**src/rtl/div_unit_pkg.sv**
```systemverilog
// Shared decode constants for the EX-stage divider: ALU control codes and MIPS funct codes
// that select DIV/DIVU, plus the default datapath width.
package div_unit_pkg;

    localparam int DIV_WIDTH = 32;

    // 5-bit ALU control codes emitted by the ALU-control decoder.
    localparam logic [4:0] DIV_CONTROL  = 5'b10100;
    localparam logic [4:0] DIVU_CONTROL = 5'b10101;

    // R-type funct field values.
    localparam logic [5:0] FUNCT_DIV  = 6'b011010;
    localparam logic [5:0] FUNCT_DIVU = 6'b011011;

endpackage

```
**src/rtl/div_unit.sv**
```systemverilog
// Multi-cycle restoring divider for DIV/DIVU: one quotient bit per cycle on operand magnitudes,
// signs restored on the final step. Quotient feeds LO, remainder feeds HI.
module div_unit
    import div_unit_pkg::*;
#(
    parameter int WIDTH = DIV_WIDTH
) (
    input  logic             clk,
    input  logic             rst,
    input  logic             start,
    input  logic             is_signed,
    input  logic [WIDTH-1:0] a,
    input  logic [WIDTH-1:0] b,
    input  logic             annul,
    output logic             busy,
    output logic             valid,
    output logic [WIDTH-1:0] quotient,
    output logic [WIDTH-1:0] remainder,
    output logic             div_by_zero
);

    localparam int CNT_W = $clog2(WIDTH);

    typedef enum logic [1:0] {
        S_IDLE = 2'd0,
        S_CALC = 2'd1,
        S_DONE = 2'd2
    } state_t;

    state_t           r_state;
    logic [CNT_W-1:0] r_cnt;
    logic [WIDTH-1:0] r_rem;
    logic [WIDTH-1:0] r_dvd;
    logic [WIDTH-1:0] r_dvs;
    logic             r_neg_q;
    logic             r_neg_r;
    logic             r_busy;
    logic             r_valid;
    logic [WIDTH-1:0] r_quot;
    logic [WIDTH-1:0] r_remo;
    logic             r_dz;

    logic [WIDTH-1:0] w_a_mag;
    logic [WIDTH-1:0] w_b_mag;
    logic [WIDTH:0]   w_shift;
    logic [WIDTH:0]   w_diff;
    logic             w_qbit;
    logic [WIDTH-1:0] w_rem_next;
    logic [WIDTH-1:0] w_quo_next;

    // |INT_MIN| stays 0x8000_0000 as an unsigned magnitude, which is what makes overflow wrap cleanly.
    assign w_a_mag = (is_signed && a[WIDTH-1]) ? -a : a;
    assign w_b_mag = (is_signed && b[WIDTH-1]) ? -b : b;

    // Restoring step: the dividend register doubles as the quotient shift register.
    assign w_shift    = {r_rem, r_dvd[WIDTH-1]};
    assign w_diff     = w_shift - {1'b0, r_dvs};
    assign w_qbit     = ~w_diff[WIDTH];
    assign w_rem_next = w_qbit ? w_diff[WIDTH-1:0] : w_shift[WIDTH-1:0];
    assign w_quo_next = {r_dvd[WIDTH-2:0], w_qbit};

    always_ff @(posedge clk) begin
        // NOTE: every register here uses <= so all state updates see pre-edge values, like real flops.
        if (rst) begin
            r_state <= S_IDLE;
            r_cnt   <= '0;
            r_rem   <= '0;
            r_dvd   <= '0;
            r_dvs   <= '0;
            r_neg_q <= 1'b0;
            r_neg_r <= 1'b0;
            r_busy  <= 1'b0;
            r_valid <= 1'b0;
            r_quot  <= '0;
            r_remo  <= '0;
            r_dz    <= 1'b0;
        end else if (annul) begin
            r_state <= S_IDLE;
            r_busy  <= 1'b0;
            r_valid <= 1'b0;
        end else begin
            case (r_state)
                S_IDLE: begin
                    r_valid <= 1'b0;
                    if (start) begin
                        if (b == '0) begin
                            r_quot  <= '1;
                            r_remo  <= a;
                            r_dz    <= 1'b1;
                            r_valid <= 1'b1;
                            r_state <= S_DONE;
                        end else begin
                            r_dvd   <= w_a_mag;
                            r_dvs   <= w_b_mag;
                            r_rem   <= '0;
                            r_neg_q <= is_signed & (a[WIDTH-1] ^ b[WIDTH-1]);
                            r_neg_r <= is_signed & a[WIDTH-1];
                            r_cnt   <= CNT_W'(WIDTH - 1);
                            r_busy  <= 1'b1;
                            r_state <= S_CALC;
                        end
                    end
                end
                S_CALC: begin
                    r_rem <= w_rem_next;
                    r_dvd <= w_quo_next;
                    r_cnt <= r_cnt - 1'b1;
                    if (r_cnt == '0) begin
                        r_quot  <= r_neg_q ? -w_quo_next : w_quo_next;
                        r_remo  <= r_neg_r ? -w_rem_next : w_rem_next;
                        r_dz    <= 1'b0;
                        r_busy  <= 1'b0;
                        r_valid <= 1'b1;
                        r_state <= S_DONE;
                    end
                end
                S_DONE: begin
                    r_valid <= 1'b0;
                    r_state <= S_IDLE;
                end
                default: begin
                    r_busy  <= 1'b0;
                    r_valid <= 1'b0;
                    r_state <= S_IDLE;
                end
            endcase
        end
    end

    assign busy        = r_busy;
    assign valid       = r_valid;
    assign quotient    = r_quot;
    assign remainder   = r_remo;
    assign div_by_zero = r_dz;

endmodule

```
**config.mk**
```make
export PLATFORM = sky130hd
export DESIGN_NAME = div_unit
export DESIGN_NICKNAME = d
export VERILOG_FILES = /design/src/rtl/div_unit_pkg.sv /design/src/rtl/div_unit.sv
export SDC_FILE = /design/constraint.sdc
export NUM_CORES = 1
export LEC_CHECK = 0
export ABC_CLOCK_PERIOD_IN_PS = 5680
export CAP_MARGIN = 20
export CELL_PAD_IN_SITES_DETAIL_PLACEMENT = 0
export CELL_PAD_IN_SITES_GLOBAL_PLACEMENT = 1
export CORE_AREA = 2 2 253 205
export CTS_BUF_LIST = sky130_fd_sc_hd__clkbuf_8
export CTS_CLUSTER_DIAMETER = 100
export DETAILED_ROUTE_END_ITERATION = 7
export DIE_AREA = 0 0 255 207
export GPL_ROUTABILITY_DRIVEN = 0
export PLACE_DENSITY = 0.56
export SYNTH_ARGS = -nofsm -noshare
export SYNTH_HDL_FRONTEND = slang
export SYNTH_SLANG_ARGS = --single-unit
```
**constraint.sdc**
```tcl
create_clock -name clk -period 5.68 [get_ports clk]
set_clock_uncertainty 0.1 [all_clocks]
set_input_delay 1.136 -clock clk [delete_from_list [all_inputs] [get_ports clk]]
set_output_delay 1.136 -clock clk [all_outputs]
set_load 0.05 [all_outputs]
```
==> results.yml <==
yosys:
  netlist_area_um2: 12000
  synth-seq-cells: 172
  synth_fp_nets: 1693
  yosysSeqAreaShare: 0.288
  synth_edf_count: 0
  ys_warn_count: 0
  synth-main-ff-cell: "dfxtp_1"
  synth.distinct_cells: 81
  syn_inst: 1585
  async_flop_share: 0
  syn_avg_cell_area_um2: 7.56
sta:
  relSlewSlack: 0.250
  finalHoldViolations: 0
  fin_setup_tns_ps: 0
  worst_slack_ps: 450
  worstMarginPinSlew_ps: 1120
  hold_slack_ps: 364
  fmax_mhz: 191
  fin_crit_ps: 5230
  rsz0062_at_grt: "false"
  finalSetupViolations: 0
  post-route-period-util: 0.921
  drv_slew: 0
critical_path:
  rr_worst_depth: 19
  crit_path_max_fanout: 8
  r2r_slack_ps: 450
  cp_cell_sequence: "inv_1, fa_1, a211oi_2, o21ai_2, o211ai_2, a21oi_1, o31a_4, nor2_8, inv_4, a21oi_1, ha_1, o2111ai_1, nor4_1, and3_1, nor2_1, or4_1, o41ai_1, xor2_1, a211oi_1"
  critical_path_arrival_ps: 5550
  rr_endpoint: "remainder[30]"
  slowest_delay_ps: 530
  startpoint_type: "flip-flop"
  worstReg2RegStart: "r_dvs[1]"
  cp_slowest_cell: "dfxtp_1"
  crit_path_frequent_cell: "a21oi_1"
  cp-end-kind: "flip-flop"
  required_ps: 6000
  critical_path_class: "reg2reg"
floorplanning:
  fp.dieH_um: 207
  die_area_um2: 52800
  core-area_um2: 50500
  initial_core_util: 0.237
  ioPinCount: 136
  rows: 74
  die_w_um: 255
clock_tree:
  cts.sinks: 172
  cts_made_buffers: 17
  root_buffer: "clkbuf_8"
  tritoncts: "yes"
  cts_buffer_depth: 2
  clkTransAtPathRegs_ps: 100
  h-tree-depth: 4
  clkLatencyLatePin_ps: 510
  postCtsSetupBuffers: 0
  hold_buffers: 0
  cts-resized-gates: 0
global_routing:
  grt_max_degree: 98
  grt_pass1_vias: 11300
  grt_pass1_wl_um: 68800
  antenna_found_initial: 3
  gr-total-overflow: 0
  track_usage: 0.169
power_and_ir_drop:
  total_power_mw: 3.14
  pwr-share-comb: 0.269
  internal_power_mw: 2.02
  powerDensity_nw_per_um2: 217
  switching_power_mw: 1.12
  seq_power_share: 0.416
  leakage_nw: 5.18
  p_sw_frac: 0.357
  worst_ir_drop_vdd_mv: 0.147
  pwr-share-clk: 0.315
route:
  via_per_inst: 5.03
  drcViolationCount: 0
  drt_iter0_drc: 993
  ant_nets: 0
  vias: 11900
  drt_first_pass_iters: 5
  wirelength_um: 44400
  wire_per_inst_um: 18.8
placement:
  place_hpwl_um: 33800
  placed_cell_area_um2: 14000
  io_buffers: 135
  placed_cells_incl_taps: 2327
  place_ws_ps: 490
layout:
  final_common_cell: "nor2_1"
  multi_input_area_um2: 7920
  instances_no_fill: 2361
  regArea_um2: 3440
  drive_gt1_frac: 0.0633
  syn_to_final_growth_pct: 20.7
  final_nets: 1770
  layout_common_cells: "nor2_1 (250), dfxtp_1 (172), a21oi_1 (135), clkdlybuf4s50_1 (134), nand2_1 (125)"
  fillers: 5492
  final_area_um2: 14500
  finish.utilization: 0.287
worst_hold_path:
  holdPathStages: 2
  hold_path.class: "reg2reg"
  min_from: "r_dvs[31]"
  holdPathEnd: "r_dvs[31]"
status:
  outcome: "completed"
run:
  maxCapViolations: 0
==> critical path: cells and delay by family, from the launching register on <==
family	cells	cell delay (ps)
flops	1	530
xor+xnor	1	120
simple gates	5	1300
buf+inv	2	230
compound gates	9	2140
fa+ha+maj	2	730
==> routing by layer <==
metal / routed length, µm / vias up / share of wire / track usage
met4: 639 / 4 / 0.014 / 0.0385
li1: - / 5908 / - / -
met5: 23 / - / 0.00052 / 0
met1: 23400 / 5672 / 0.53 / 0.258
met3: 2200 / 36 / 0.050 / 0.0324
met2: 18200 / 265 / 0.41 / 0.240
==> how the worst max path moves through the flow <==
| stage | from | end | slack (ps) | cells past startpoint |
|---|---|---|---|---|
| finish | r_dvs[1] | remainder[30] | 450 | 19 |
| global route | r_dvs[1] | remainder[30] | 60 | 19 |
| CTS | r_dvs[1] | remainder[30] | 470 | 19 |
| detailed placement | r_dvs[1] | remainder[30] | 490 | 18 |
| global placement | r_dvs[1] | remainder[30] | 620 | 19 |
| floorplan | r_dvd[31] | remainder[30] | 390 | 23 |
==> synthesized netlist by cell type, types with 4 or more instances <==
cell	count	area, µm²
nor2_1	253	950
dfxtp_1	172	3440
a21oi_1	135	676
nand2_1	125	469
a211oi_1	81	608
xor2_1	79	692
clkbuf_1	78	293
o21ai_0	67	335
xnor2_1	61	534
inv_1	59	221
nor3_1	44	220
ha_1	38	475
a311oi_1	36	315
nor4_1	24	150
o31ai_1	23	173
mux2i_1	20	200
nand3_1	20	100
or3_1	18	113
or4_1	16	120
a22oi_1	15	113
o211ai_1	13	97.6
o41ai_1	13	114
a31oi_1	11	68.8
buf_1	11	41.3
mux2_2	11	124
and2_1	10	62.6
a21o_1	9	67.6
buf_2	9	45.0
nand2b_1	9	56.3
o21a_1	9	67.6
nand4_1	8	50.1
or2_2	7	43.8
and3_1	6	37.5
o211a_1	6	60.1
o31a_1	6	52.6
nor2b_1	5	31.3
nor3b_1	5	37.5
nor4b_1	4	35.0
o21ai_1	4	20.0
==> power groups by stage <==
stage                     Combinational [mW]  Clock [mW]  Sequential [mW]
after detailed placement               0.843           0             1.33
after floorplan                        0.500           0             1.38
after CTS                              0.847        1.03             1.31
after global routing                   0.928        1.08             1.32
after global placement                 0.843           0             1.33
final                                  0.846       0.991             1.31
==> registers in the layout, indices dropped and copies added (netlist names) <==
signal       cells
valid            1
busy             1
remainder       32
r_rem           32
div_by_zero      1
r_neg_q          1
r_cnt            5
r_dvs           32
r_neg_r          1
r_dvd           32
quotient        32
r_state          2
==> area by class of cell <==
cell class / count / share of cell area
antenna: 2 / 0.000346
clock buffer: 18 / 0.0171
clock inverter: 14 / 0.0126
inverter: 61 / 0.0160
multi-input combinational: 1250 / 0.548
sequential: 172 / 0.238
tap: 684 / 0.0592
timing repair buffer: 160 / 0.109
==> cell families (layout without fill, tap and decap cells) <==
| logic type | after synthesis | after routing | synth area share |
|---|---|---|---|
| and+or+nand+nor | 564 | 564 | 0.216 |
| AOI/OAI and AO/OA | 476 | 476 | 0.271 |
| DFF | 172 | 172 | 0.288 |
| buffers and inverters | 163 | 253 | 0.0541 |
| xor gates and xnor gates | 140 | 140 | 0.102 |
| adders and majority gates | 39 | 39 | 0.0414 |
| muxes | 31 | 31 | 0.0271 |
| other | 0 | 2 | 0 |
Note: power is estimated with default switching activity, not from simulation.
